### config.mk
export PLATFORM = sky130hd
export DESIGN_NAME = key_conditioner
export DESIGN_NICKNAME = d
export VERILOG_FILES = /design/src/rtl/input_pkg.sv /design/src/rtl/key_channel.sv /design/src/rtl/key_conditioner.sv
export SDC_FILE = /design/constraint.sdc
export NUM_CORES = 1
export LEC_CHECK = 0
export CORE_UTILIZATION = 45
export CTS_CLUSTER_SIZE = 10
export DETAILED_ROUTE_END_ITERATION = 6
export GPL_TIMING_DRIVEN = 0
export PLACE_DENSITY = 0.67
export SLEW_MARGIN = 40
export SYNTH_ARGS = -nofsm -noshare
export SYNTH_HDL_FRONTEND = slang
export SYNTH_SLANG_ARGS = --single-unit
export TNS_END_PERCENT = 50
### constraint.sdc
create_clock -name clk -period 2.8 [get_ports clk]
set_input_delay 0.28 -clock clk [delete_from_list [all_inputs] [get_ports clk]]
set_output_delay 0.28 -clock clk [all_outputs]
set_load 0.05 [all_outputs]
### src/rtl/input_pkg.sv
// Shared types, 50 MHz default timing and width helper for the key input front end.
package input_pkg;

  typedef enum logic [1:0] {
    IDLE,
    DELAY,
    REPEAT
  } rpt_state_t;

  localparam int unsigned DEF_DEBOUNCE_CYCLES = 250000;
  localparam int unsigned DEF_REPEAT_DELAY    = 25000000;
  localparam int unsigned DEF_REPEAT_PERIOD   = 5000000;

  function automatic int unsigned clog2_max(input int unsigned a, input int unsigned b);
    int unsigned m;
    m = (a > b) ? a : b;
    return $clog2(m + 1);
  endfunction

endpackage

### src/rtl/key_channel.sv
// One key: polarity fix, 2-flop synchroniser, debouncer and auto-repeat FSM.
module key_channel
  import input_pkg::*;
#(
  parameter int unsigned DEBOUNCE_CYCLES = DEF_DEBOUNCE_CYCLES,
  parameter int unsigned REPEAT_DELAY    = DEF_REPEAT_DELAY,
  parameter int unsigned REPEAT_PERIOD   = DEF_REPEAT_PERIOD,
  parameter bit          INVERT          = 1'b1,
  parameter bit          REPEAT_EN       = 1'b1
) (
  input  logic clk,
  input  logic rst,
  input  logic raw,
  output logic level,
  output logic press,
  output logic release_pulse,
  output logic fire,
  output logic press_nxt
);

  localparam int unsigned DW = $clog2(DEBOUNCE_CYCLES + 1);
  localparam int unsigned RW = clog2_max(REPEAT_DELAY, REPEAT_PERIOD);
  localparam logic [DW-1:0] D_LAST   = DW'(DEBOUNCE_CYCLES - 1);
  localparam logic [RW-1:0] DLY_LAST = RW'(REPEAT_DELAY - 1);
  localparam logic [RW-1:0] PER_LAST = RW'((REPEAT_PERIOD == 0) ? 0 : REPEAT_PERIOD - 1);
  localparam bit RPT = REPEAT_EN && (REPEAT_PERIOD != 0);

  logic          s1_q, s1_d, s2_q, s2_d;
  logic          level_q, level_d;
  logic [DW-1:0] dcnt_q, dcnt_d;
  logic          press_q, press_d, release_q, release_d, fire_q, fire_d;
  rpt_state_t    state_q, state_d;
  logic [RW-1:0] rcnt_q, rcnt_d;

  always_comb begin
    s1_d      = raw ^ INVERT;
    s2_d      = s1_q;
    level_d   = level_q;
    dcnt_d    = dcnt_q;
    press_d   = 1'b0;
    release_d = 1'b0;
    if (s2_q == level_q) begin
      dcnt_d = '0;
    end else if (dcnt_q == D_LAST) begin
      level_d   = s2_q;
      dcnt_d    = '0;
      press_d   = s2_q;
      release_d = ~s2_q;
    end else begin
      dcnt_d = dcnt_q + 1'b1;
    end
  end

  // FSM reacts to the debouncer's next-state pulses so the first fire coincides with press.
  always_comb begin
    state_d = state_q;
    rcnt_d  = rcnt_q;
    fire_d  = 1'b0;
    unique case (state_q)
      IDLE: begin
        if (press_d) begin
          fire_d = 1'b1;
          rcnt_d = '0;
          if (RPT) state_d = DELAY;
        end
      end
      DELAY: begin
        if (release_d) begin
          state_d = IDLE;
          rcnt_d  = '0;
        end else if (rcnt_q == DLY_LAST) begin
          fire_d  = 1'b1;
          rcnt_d  = '0;
          state_d = REPEAT;
        end else begin
          rcnt_d = rcnt_q + 1'b1;
        end
      end
      REPEAT: begin
        if (release_d) begin
          state_d = IDLE;
          rcnt_d  = '0;
        end else if (rcnt_q == PER_LAST) begin
          fire_d = 1'b1;
          rcnt_d = '0;
        end else begin
          rcnt_d = rcnt_q + 1'b1;
        end
      end
      default: state_d = IDLE;
    endcase
  end

  always_ff @(posedge clk) begin
    if (rst) begin
      s1_q      <= 1'b0;
      s2_q      <= 1'b0;
      level_q   <= 1'b0;
      dcnt_q    <= '0;
      press_q   <= 1'b0;
      release_q <= 1'b0;
      fire_q    <= 1'b0;
      state_q   <= IDLE;
      rcnt_q    <= '0;
    end else begin
      s1_q      <= s1_d;
      s2_q      <= s2_d;
      level_q   <= level_d;
      dcnt_q    <= dcnt_d;
      press_q   <= press_d;
      release_q <= release_d;
      fire_q    <= fire_d;
      state_q   <= state_d;
      rcnt_q    <= rcnt_d;
    end
  end

  assign level         = level_q;
  assign press         = press_q;
  assign release_pulse = release_q;
  assign fire          = fire_q;
  assign press_nxt     = press_d;

endmodule

### src/rtl/key_conditioner.sv
// N independent key_channel instances plus a registered OR of their press pulses.
module key_conditioner
  import input_pkg::*;
#(
  parameter int unsigned N               = 4,
  parameter logic [N-1:0] ACTIVE_LOW     = {N{1'b1}},
  parameter int unsigned DEBOUNCE_CYCLES = DEF_DEBOUNCE_CYCLES,
  parameter int unsigned REPEAT_DELAY    = DEF_REPEAT_DELAY,
  parameter int unsigned REPEAT_PERIOD   = DEF_REPEAT_PERIOD,
  parameter logic [N-1:0] REPEAT_MASK    = {N{1'b1}}
) (
  input  logic         clk,
  input  logic         rst,
  input  logic [N-1:0] raw,
  output logic [N-1:0] level,
  output logic [N-1:0] press,
  // "release" is a reserved word, hence the suffix.
  output logic [N-1:0] release_pulse,
  output logic [N-1:0] fire,
  output logic         any_press
);

  logic [N-1:0] press_nxt;
  logic         any_press_q, any_press_d;

  for (genvar i = 0; i < N; i++) begin : g_ch
    key_channel #(
      .DEBOUNCE_CYCLES(DEBOUNCE_CYCLES),
      .REPEAT_DELAY   (REPEAT_DELAY),
      .REPEAT_PERIOD  (REPEAT_PERIOD),
      .INVERT         (ACTIVE_LOW[i]),
      .REPEAT_EN      (REPEAT_MASK[i])
    ) u_ch (
      .clk          (clk),
      .rst          (rst),
      .raw          (raw[i]),
      .level        (level[i]),
      .press        (press[i]),
      .release_pulse(release_pulse[i]),
      .fire         (fire[i]),
      .press_nxt    (press_nxt[i])
    );
  end

  always_comb begin
    any_press_d = |press_nxt;
  end

  always_ff @(posedge clk) begin
    if (rst) any_press_q <= 1'b0;
    else     any_press_q <= any_press_d;
  end

  assign any_press = any_press_q;

endmodule

==> results.md, run 1 <==
* Maximum number of pins on one net before global-route repair at 12
* Hold path start: raw[2]
* CP max-delay cell: or4_4
* RD Place Congestion at 0.9132
* Final setup violation count at 0
* Worst voltage drop across the vdd grid at 0.0003534 V
* First-pass GRT wire length at 42720 um
* Port Buf Inserts at 22
* Global-route congestion overflow total at 0
* CTS Buf Count at 25
* Routed WL per cell at 14.84 um
* Worst Hold Depth at 2
* Slew at the pin closest to its max-slew limit at 757.9 ps
* Share of total power in the clock network at 48.7%
* Worst path max stage delay at 550 ps
* Worst min-delay path category: input pin to flop
* R2r worst-path depth at 8
* Global router's overall resource usage at 21.21%
* RSZ-0062 raised after global routing: true
* Total core area at 22850 um2
* Share of the cycle needed by the critical path after routing at 96.66%
* Portion of synthesized cell area occupied by the leading cell type at 38.84%
* Worst relative slew slack at 49.47%
* Half-perimeter wire length after detailed placement at 17950 um
* Part of the power in registers at 49.8%
* Number of core rows at 55
* Nets@finish at 1418
* Distinct cells, synth at 69
* Syn Std Cell Area at 10570 um2
* Starting DRT DRC Count at 871
* CTS tree: yes
* Final setup margin at 93.48 ps
* Fraction of synthesis flops using an asynchronous set or reset pin at 0%
* Power per cell area at 486.9 nW/um2
* Fraction of layout cells with a size suffix above 1 at 7.230%
* Number of nets produced by synthesis at 1363
* Net load switching power at 1.224 mW
* Worst-path fanout max at 9
* Result of the run: complete, no violations
* Initial cell density of the core at 46.25%
* Post-route antenna net violation count at 0
* 1st-pass router iterations at 6
* Hold EP: g_ch[2].u_ch.s1_q$_SDFF_PP0_
* Worst path cell trace: ha_4, or4bb_4, or4_4, o21ai_4, buf_4, a21oi_2, and3_1, a31o_2
* Vias/cell at 5.648
* Top cell type by total area after synthesis: dfxtp_1
* Via count of the first global-routing pass at 8940
* Initial antenna violation count at 0
* Arrival time worst endpoint at 3100 ps
* Share of power burned in combinational logic at 1.5%
* Max-capacitance violation count at 0
* P_leak at 3.978 nW
* Count of pins over their slew limit at 0
* Total die area at 24100 um2
* Flip-flop and latch count after synthesis at 205
* Req. time, crit path at 3200 ps
* Kind of cell adding the most delay to the critical path: simple AND/OR/NAND/NOR gates
* Worst Path Class, Setup: flop to flop
* Routed via count at 9658
* Clock-pin slew on the worst setup and hold paths at 50 ps
* Clk Tree Root Cell: clkbuf_16
* Number of top-level design ports at 23
* Final Skew at 10.75 ps
* Hold Violations, Final at 0
* Most common flop cell mapped by yosys: dfxtp_1
* Ant. Diodes at 0
* Pre-CTS setup slack at -190.9 ps
* Final routed DRC violation total at 0
* Post-synthesis sequential area ratio at 38.84%
* Ys Warns at 0
* Synthesized instance count at 1333
* Final min period at 2707 ps
* Switching share of power at 20.79%
* TritonCTS sink count at 205
* Max frequency at 369.5 MHz
* Worst-Skew Late Latency at 510 ps
* Die extent in x at 155.2 um
* Per-instance average area after synthesis at 7.927 um2
* Number of enable-type register cells in the synthesized netlist at 0
* Worst Path Buf+Inv at 1
* Area contributors post-synth: dfxtp_1 39%, nand3_1 5.7%, nand2_1 5.6%
* Worst R2R End: g_ch[2].u_ch.rcnt_q[1]$_SDFFE_PP0P_
* WL final at 25370 um
* Setup slack on the worst flop-to-flop path at 90 ps
* Maximum clock path buffer count at 3
* Setup crit end kind: flop
* Count of H-tree levels built during CTS at 1
* Syn-to-layout area delta at 14.46%
* Worst Setup Start Kind: flop
* Chip Height at 155.2 um
* Launch instance of the worst register-to-register path: g_ch[2].u_ch.rcnt_q[0]$_SDFFE_PP0P_
* Final total negative setup slack at 0 ps
* Total internal power at 4.664 mW
-- flip-flops by register name (all words and copies together) (netlist names) --
signal and flops:
g_ch.u_ch.rcnt_q 100, g_ch.u_ch.dcnt_q 72, g_ch.u_ch.state_q 8, g_ch.u_ch.fire 4, g_ch.u_ch.level 4, g_ch.u_ch.press 4
g_ch.u_ch.release_pulse 4, g_ch.u_ch.s1_q 4, g_ch.u_ch.s2_q 4, any_press 1
-- kinds of logic (layout without fill, tap and decap cells) --
logic type               after synthesis  after routing  synth area share [%]
buffers and inverters                123            187                 5.127
adder cells (fa/ha/maj)               24             24                 2.842
flip-flops                           205            205                 38.84
XOR/XNOR                              74             74                 6.134
multiplexers                           3              3                0.2842
AO/OA/AOI/OAI                        226            226                 14.16
AND/OR/NAND/NOR                      678            678                 32.61
-- worst max-delay path by stage --
stage,end,cells past startpoint,from
finish,g_ch[2].u_ch.rcnt_q[1]$_SDFFE_PP0P_,8,g_ch[2].u_ch.rcnt_q[0]$_SDFFE_PP0P_
global route,g_ch[3].u_ch.rcnt_q[6]$_SDFFE_PP0P_,7,g_ch[3].u_ch.dcnt_q[7]$_SDFF_PP0_
CTS,g_ch[2].u_ch.rcnt_q[22]$_SDFFE_PP0P_,9,g_ch[2].u_ch.rcnt_q[0]$_SDFFE_PP0P_
detailed placement,g_ch[2].u_ch.rcnt_q[19]$_SDFFE_PP0P_,8,g_ch[2].u_ch.rcnt_q[0]$_SDFFE_PP0P_
global placement,g_ch[2].u_ch.rcnt_q[22]$_SDFFE_PP0P_,9,g_ch[2].u_ch.rcnt_q[0]$_SDFFE_PP0P_
floorplan,g_ch[2].u_ch.rcnt_q[22]$_SDFFE_PP0P_,9,g_ch[2].u_ch.rcnt_q[0]$_SDFFE_PP0P_
-- cells in the mapped netlist, types with 5 or more instances --
cell type  count
inv_1         52
a21o_1        10
clkbuf_1      38
and4_1        10
dfxtp_1      205
or4_1          9
nand3_1      120
o211ai_1       6
nand2b_1      11
o21a_1        12
a41oi_1        5
nor4_1        19
xor2_1        38
nor2_1       146
nand4_1       51
nor3_1        36
a22o_1         8
nand3b_1      13
nand2_1      157
nor2b_1       12
o21ai_0       35
buf_4         17
or3_1         13
buf_2         12
o22ai_1        9
and2_1        10
ha_1          24
a21oi_1       39
xnor2_1       36
and3_1        34
a31oi_1       64
nor4b_1        9
-- area by class of cell --
| cell class | instances | area, um2 |
|---|---|---|
| inverter | 52 | 195.2 |
| sequential | 205 | 4108 |
| fill | 2231 | 10750 |
| clock buffer | 36 | 706.9 |
| tap | 313 | 391.6 |
| buffer | 71 | 375.4 |
| timing repair buffer | 28 | 290.3 |
| multi-input combinational | 1005 | 6027 |
-- through the flow --
step                      std cells  power (mW)  hold slack, ps  instance area, um2  util, %
after global placement         1668       3.083           424.2               11180    48.93
after CTS                      1705       5.970           289.3               11940    52.24
final                          1710       5.889           296.4               12090    52.94
after detailed placement       1668       3.084           431.9               11180    48.95
after floorplan                1333       3.046           346.7               10570        -
after global routing           1710       6.096           319.4               12090    52.94
-- timing repair --
action / CTS / global route
setup buffers: 1 / 5
endpoints found under the setup margin: 21 / 43
hold buffers: 0 / 0
gates resized for setup: 9 / 27
pin swaps: 1 / 3
-- power by group through the flow --
stage / logic, mW / clock network (mW) / registers, mW
global route: 0.0992 / 3.07 / 2.93
floorplan: 0.0538 / 0 / 2.99
global placement: 0.0898 / 0 / 2.99
CTS: 0.0906 / 2.95 / 2.93
finish: 0.0910 / 2.87 / 2.93
detailed placement: 0.0905 / 0 / 2.99
-- routing by layer --
| layer | track usage, % | wire length (um) | vias up |
|---|---|---|---|
| li1 | - | - | 4889 |
| met1 | 28.22 | 11880 | 4479 |
| met2 | 35.54 | 11510 | 237 |
| met3 | 2.841 | 1308 | 53 |
| met4 | 6.816 | 675 | 0 |
| met5 | 0 | 0 | - |
-- layout by cell type, fill, tap and decap left out, types with 5 or more instances in the layout --
master | synthesis | final
nor4_1 | 19 | 18
o21ai_0 | 35 | 35
a21o_1 | 10 | 10
buf_4 | 17 | 25
or3_1 | 13 | 13
nor2b_1 | 12 | 12
or4_1 | 9 | 7
clkbuf_1 | 38 | 43
nor3_1 | 36 | 33
nand4_1 | 51 | 51
o21a_1 | 12 | 12
o22ai_1 | 9 | 9
nand3b_1 | 13 | 13
and2_1 | 10 | 10
ha_1 | 24 | 23
nand2b_1 | 11 | 11
xor2_1 | 38 | 38
nor2_1 | 146 | 146
a41oi_1 | 5 | 5
and3_1 | 34 | 34
dfxtp_1 | 205 | 202
and4_1 | 10 | 10
nand2_1 | 157 | 156
o211ai_1 | 6 | 6
a21oi_1 | 39 | 37
clkdlybuf4s50_1 | 0 | 22
nand3_1 | 120 | 120
a31oi_1 | 64 | 64
inv_1 | 52 | 52
clkbuf_16 | 0 | 25
nor4b_1 | 9 | 8
xnor2_1 | 36 | 36
a22o_1 | 8 | 8
Power figures use the tool's default switching activity.
==> run 2, diff against run 1 <==
--- a/config.mk
+++ b/config.mk
@@ -5,11 +5,13 @@
 export SDC_FILE = /design/constraint.sdc
 export NUM_CORES = 1
 export LEC_CHECK = 0
-export CORE_UTILIZATION = 45
+export CELL_PAD_IN_SITES_DETAIL_PLACEMENT = 2
+export CELL_PAD_IN_SITES_GLOBAL_PLACEMENT = 2
+export CORE_UTILIZATION = 38
 export CTS_CLUSTER_SIZE = 10
 export DETAILED_ROUTE_END_ITERATION = 6
 export GPL_TIMING_DRIVEN = 0
-export PLACE_DENSITY = 0.67
+export PLACE_DENSITY = 0.86
 export SLEW_MARGIN = 40
 export SYNTH_ARGS = -nofsm -noshare
 export SYNTH_HDL_FRONTEND = slang
==> run 2 against run 1 <==
Clock power grew 12%. Clock skew barely moved. Sequential share of layout area is 0.56 points lower. Core utilization decreased by 7.6 points. Die area grew 18%. Final cell count is 3.7% higher. Sequential cell count unchanged. Register-to-register slack got worse by 40 ps. Combinational power up 8.9%. Maximum frequency fell by 1.4%. Setup slack lost 38 ps. Largest cell class unchanged. Highest routed layer unchanged.
==> results.md, run 2 (synthesis gave the netlist of run 1 again) <==
* Hold path start: raw[2]
* Initial antenna violation count at 0
* Worst R2R End: g_ch[2].u_ch.rcnt_q[22]$_SDFFE_PP0P_
* Worst relative slew slack at 48.96%
* Part of the power in registers at 46.9%
* Post-route total power at 6.244 mW
* Worst setup path endpoint: g_ch[2].u_ch.rcnt_q[22]$_SDFFE_PP0P_
* Largest regs: g_ch.u_ch.rcnt_q (100), g_ch.u_ch.dcnt_q (72), g_ch.u_ch.state_q (8)
* Maximum number of pins on one net before global-route repair at 13
* Worst path cell trace: ha_4, or4bb_4, or4_4, o21ai_4, a211oi_4, buf_6, buf_4, o211ai_1, nand3_1
* RD Place Congestion at 0.8425
* Final setup violation count at 0
* Final min period at 2744 ps
* Net load switching power at 1.373 mW
* Half-perimeter wire length after detailed placement at 25370 um
* Die extent in x at 168.8 um
* Syn-to-layout area delta at 16.40%
* Share of the cycle needed by the critical path after routing at 98.01%
* CTS tree: yes
* Global router's overall resource usage at 26.03%
* Launch point of the critical path: g_ch[2].u_ch.rcnt_q[0]$_SDFFE_PP0P_
* Nets@finish at 1421
* First-pass GRT wire length at 60110 um
* Result of the run: complete, no violations
* Clk Tree Root Cell: clkbuf_16
* Routed via count at 10410
* Req. time, crit path at 3210 ps
* Hold Violations, Final at 0
* End-of-flow core utilization at 45.38%
* P_leak at 4.056 nW
* Total core area at 27100 um2
* Switching share of power at 21.98%
* Final total negative setup slack at 0 ps
* Setup slack on the worst flop-to-flop path at 60 ps
* Total internal power at 4.871 mW
* Worst-path fanout max at 10
* Launch instance of the worst register-to-register path: g_ch[2].u_ch.rcnt_q[0]$_SDFFE_PP0P_
* Vias/cell at 5.870
* Final routed DRC violation total at 0
* Share of power burned in combinational logic at 1.6%
* RSZ-0062 raised after global routing: true
* Total die area at 28480 um2
* Count of pins over their slew limit at 0
* Fill cell count at 3049
* Initial cell density of the core at 38.99%
* Max reg flops at 100
* Worst Path Class, Setup: flop to flop
* Number of core rows at 60
* Ant. Diodes at 0
* CTS Buf Count at 26
* Final hold slack at 286.0 ps
* DP Cell Count at 1727
* Max frequency at 364.4 MHz
* Final Skew at 11.06 ps
* Fraction of layout cells with a size suffix above 1 at 8.559%
* Slew at the pin closest to its max-slew limit at 758.6 ps
* Worst path max stage delay at 560 ps
* Worst voltage drop across the vdd grid at 0.0004195 V
* Power per cell area at 507.7 nW/um2
* Worst-Skew Late Latency at 530 ps
* Starting DRT DRC Count at 476
* Count of H-tree levels built during CTS at 1
* TritonCTS sink count at 205
* Max-capacitance violation count at 0
* Placed cell area at 11260 um2
* Arrival time worst endpoint at 3150 ps
* Top library cells by usage in the layout, fill and taps aside: 201 x dfxtp_1, 156 x nand2_1, 146 x nor2_1, 119 x nand3_1, 63 x a31oi_1
* Cell Count, Final, Fillers Out at 1774
* Final setup margin at 55.60 ps
* Global-route congestion overflow total at 0
* Routed WL per cell at 21.15 um
* Worst Setup Start Kind: flop
* WL final at 37530 um
* Clock-pin slew on the worst setup and hold paths at 60 ps
* Register with the most flip-flops: g_ch.u_ch.rcnt_q
* Pre-CTS setup slack at -258.6 ps
* Maximum clock path buffer count at 3
* Cell area after layout at 12300 um2
* CP max-delay cell: or4_4
* Total of hold buffers inserted after clock tree synthesis at 0
* Post-route antenna net violation count at 0
* R2r worst-path depth at 9
* Worst min-delay path category: input pin to flop
* Via count of the first global-routing pass at 11330
* Number of top-level design ports at 23
* Chip Height at 168.8 um
* 1st-pass router iterations at 4
* Most common cell after layout, fill and taps aside: dfxtp_1
* Setup crit end kind: flop
* Share of total power in the clock network at 51.5%
* Port Buf Inserts at 22
## run 2: area by class of cell
type	count	area [um2]	area share (%)
Timing Repair Buffer	30	292.8	2.380
Sequential cell	205	4109	33.41
Tap cell	372	465.4	3.784
Clock buffer	35	745.7	6.063
Clock inverter	4	45.04	0.3662
Multi-Input combinational cell	1005	6057	49.25
Buffer	71	389.1	3.164
Inverter	52	195.2	1.587
## run 2: worst min-delay path by stage
stage                                   endpoint  slack [ps]  cells past startpoint
finish              g_ch[2].u_ch.s1_q$_SDFF_PP0_         290                      2
global route        g_ch[2].u_ch.s1_q$_SDFF_PP0_         290                      2
CTS                 g_ch[2].u_ch.s1_q$_SDFF_PP0_         270                      2
detailed placement  g_ch[1].u_ch.s2_q$_SDFF_PP0_         440                      1
global placement    g_ch[3].u_ch.s2_q$_SDFF_PP0_         420                      1
floorplan           g_ch[0].u_ch.s1_q$_SDFF_PP0_         350                      1
## run 2: power groups by stage
stage	combinational [mW]	sequential [mW]	clock (mW)
6_report	0.0991	2.93	3.21
5_1_grt	0.108	2.93	3.38
4_1_cts	0.0998	2.93	3.27
3_5_place_dp	0.0981	2.99	0
3_3_place_gp	0.0927	2.99	0
2_1_floorplan	0.0538	2.99	0
## run 2: critical path: cells and delay by family (launching register included)
kind                       cells  cell delay, ps
AOI/OAI and AO/OA              3             480
adders and majority gates      1             180
buffers and inverters          2             380
DFF                            1             390
and+or+nand+nor                3            1190
## run 2: metal layers
layer / track usage [%] / wire length, um
met5: 0 / 0
met4: 8.577 / 1048
met3: 3.343 / 1119
met2: 47.13 / 18970
met1: 31.68 / 16390
## run 2: timing repair
item	CTS	global route
setup buffers	2	6
resized for setup	25	29
endpoints found under the setup margin	53	71
pin swaps	2	4
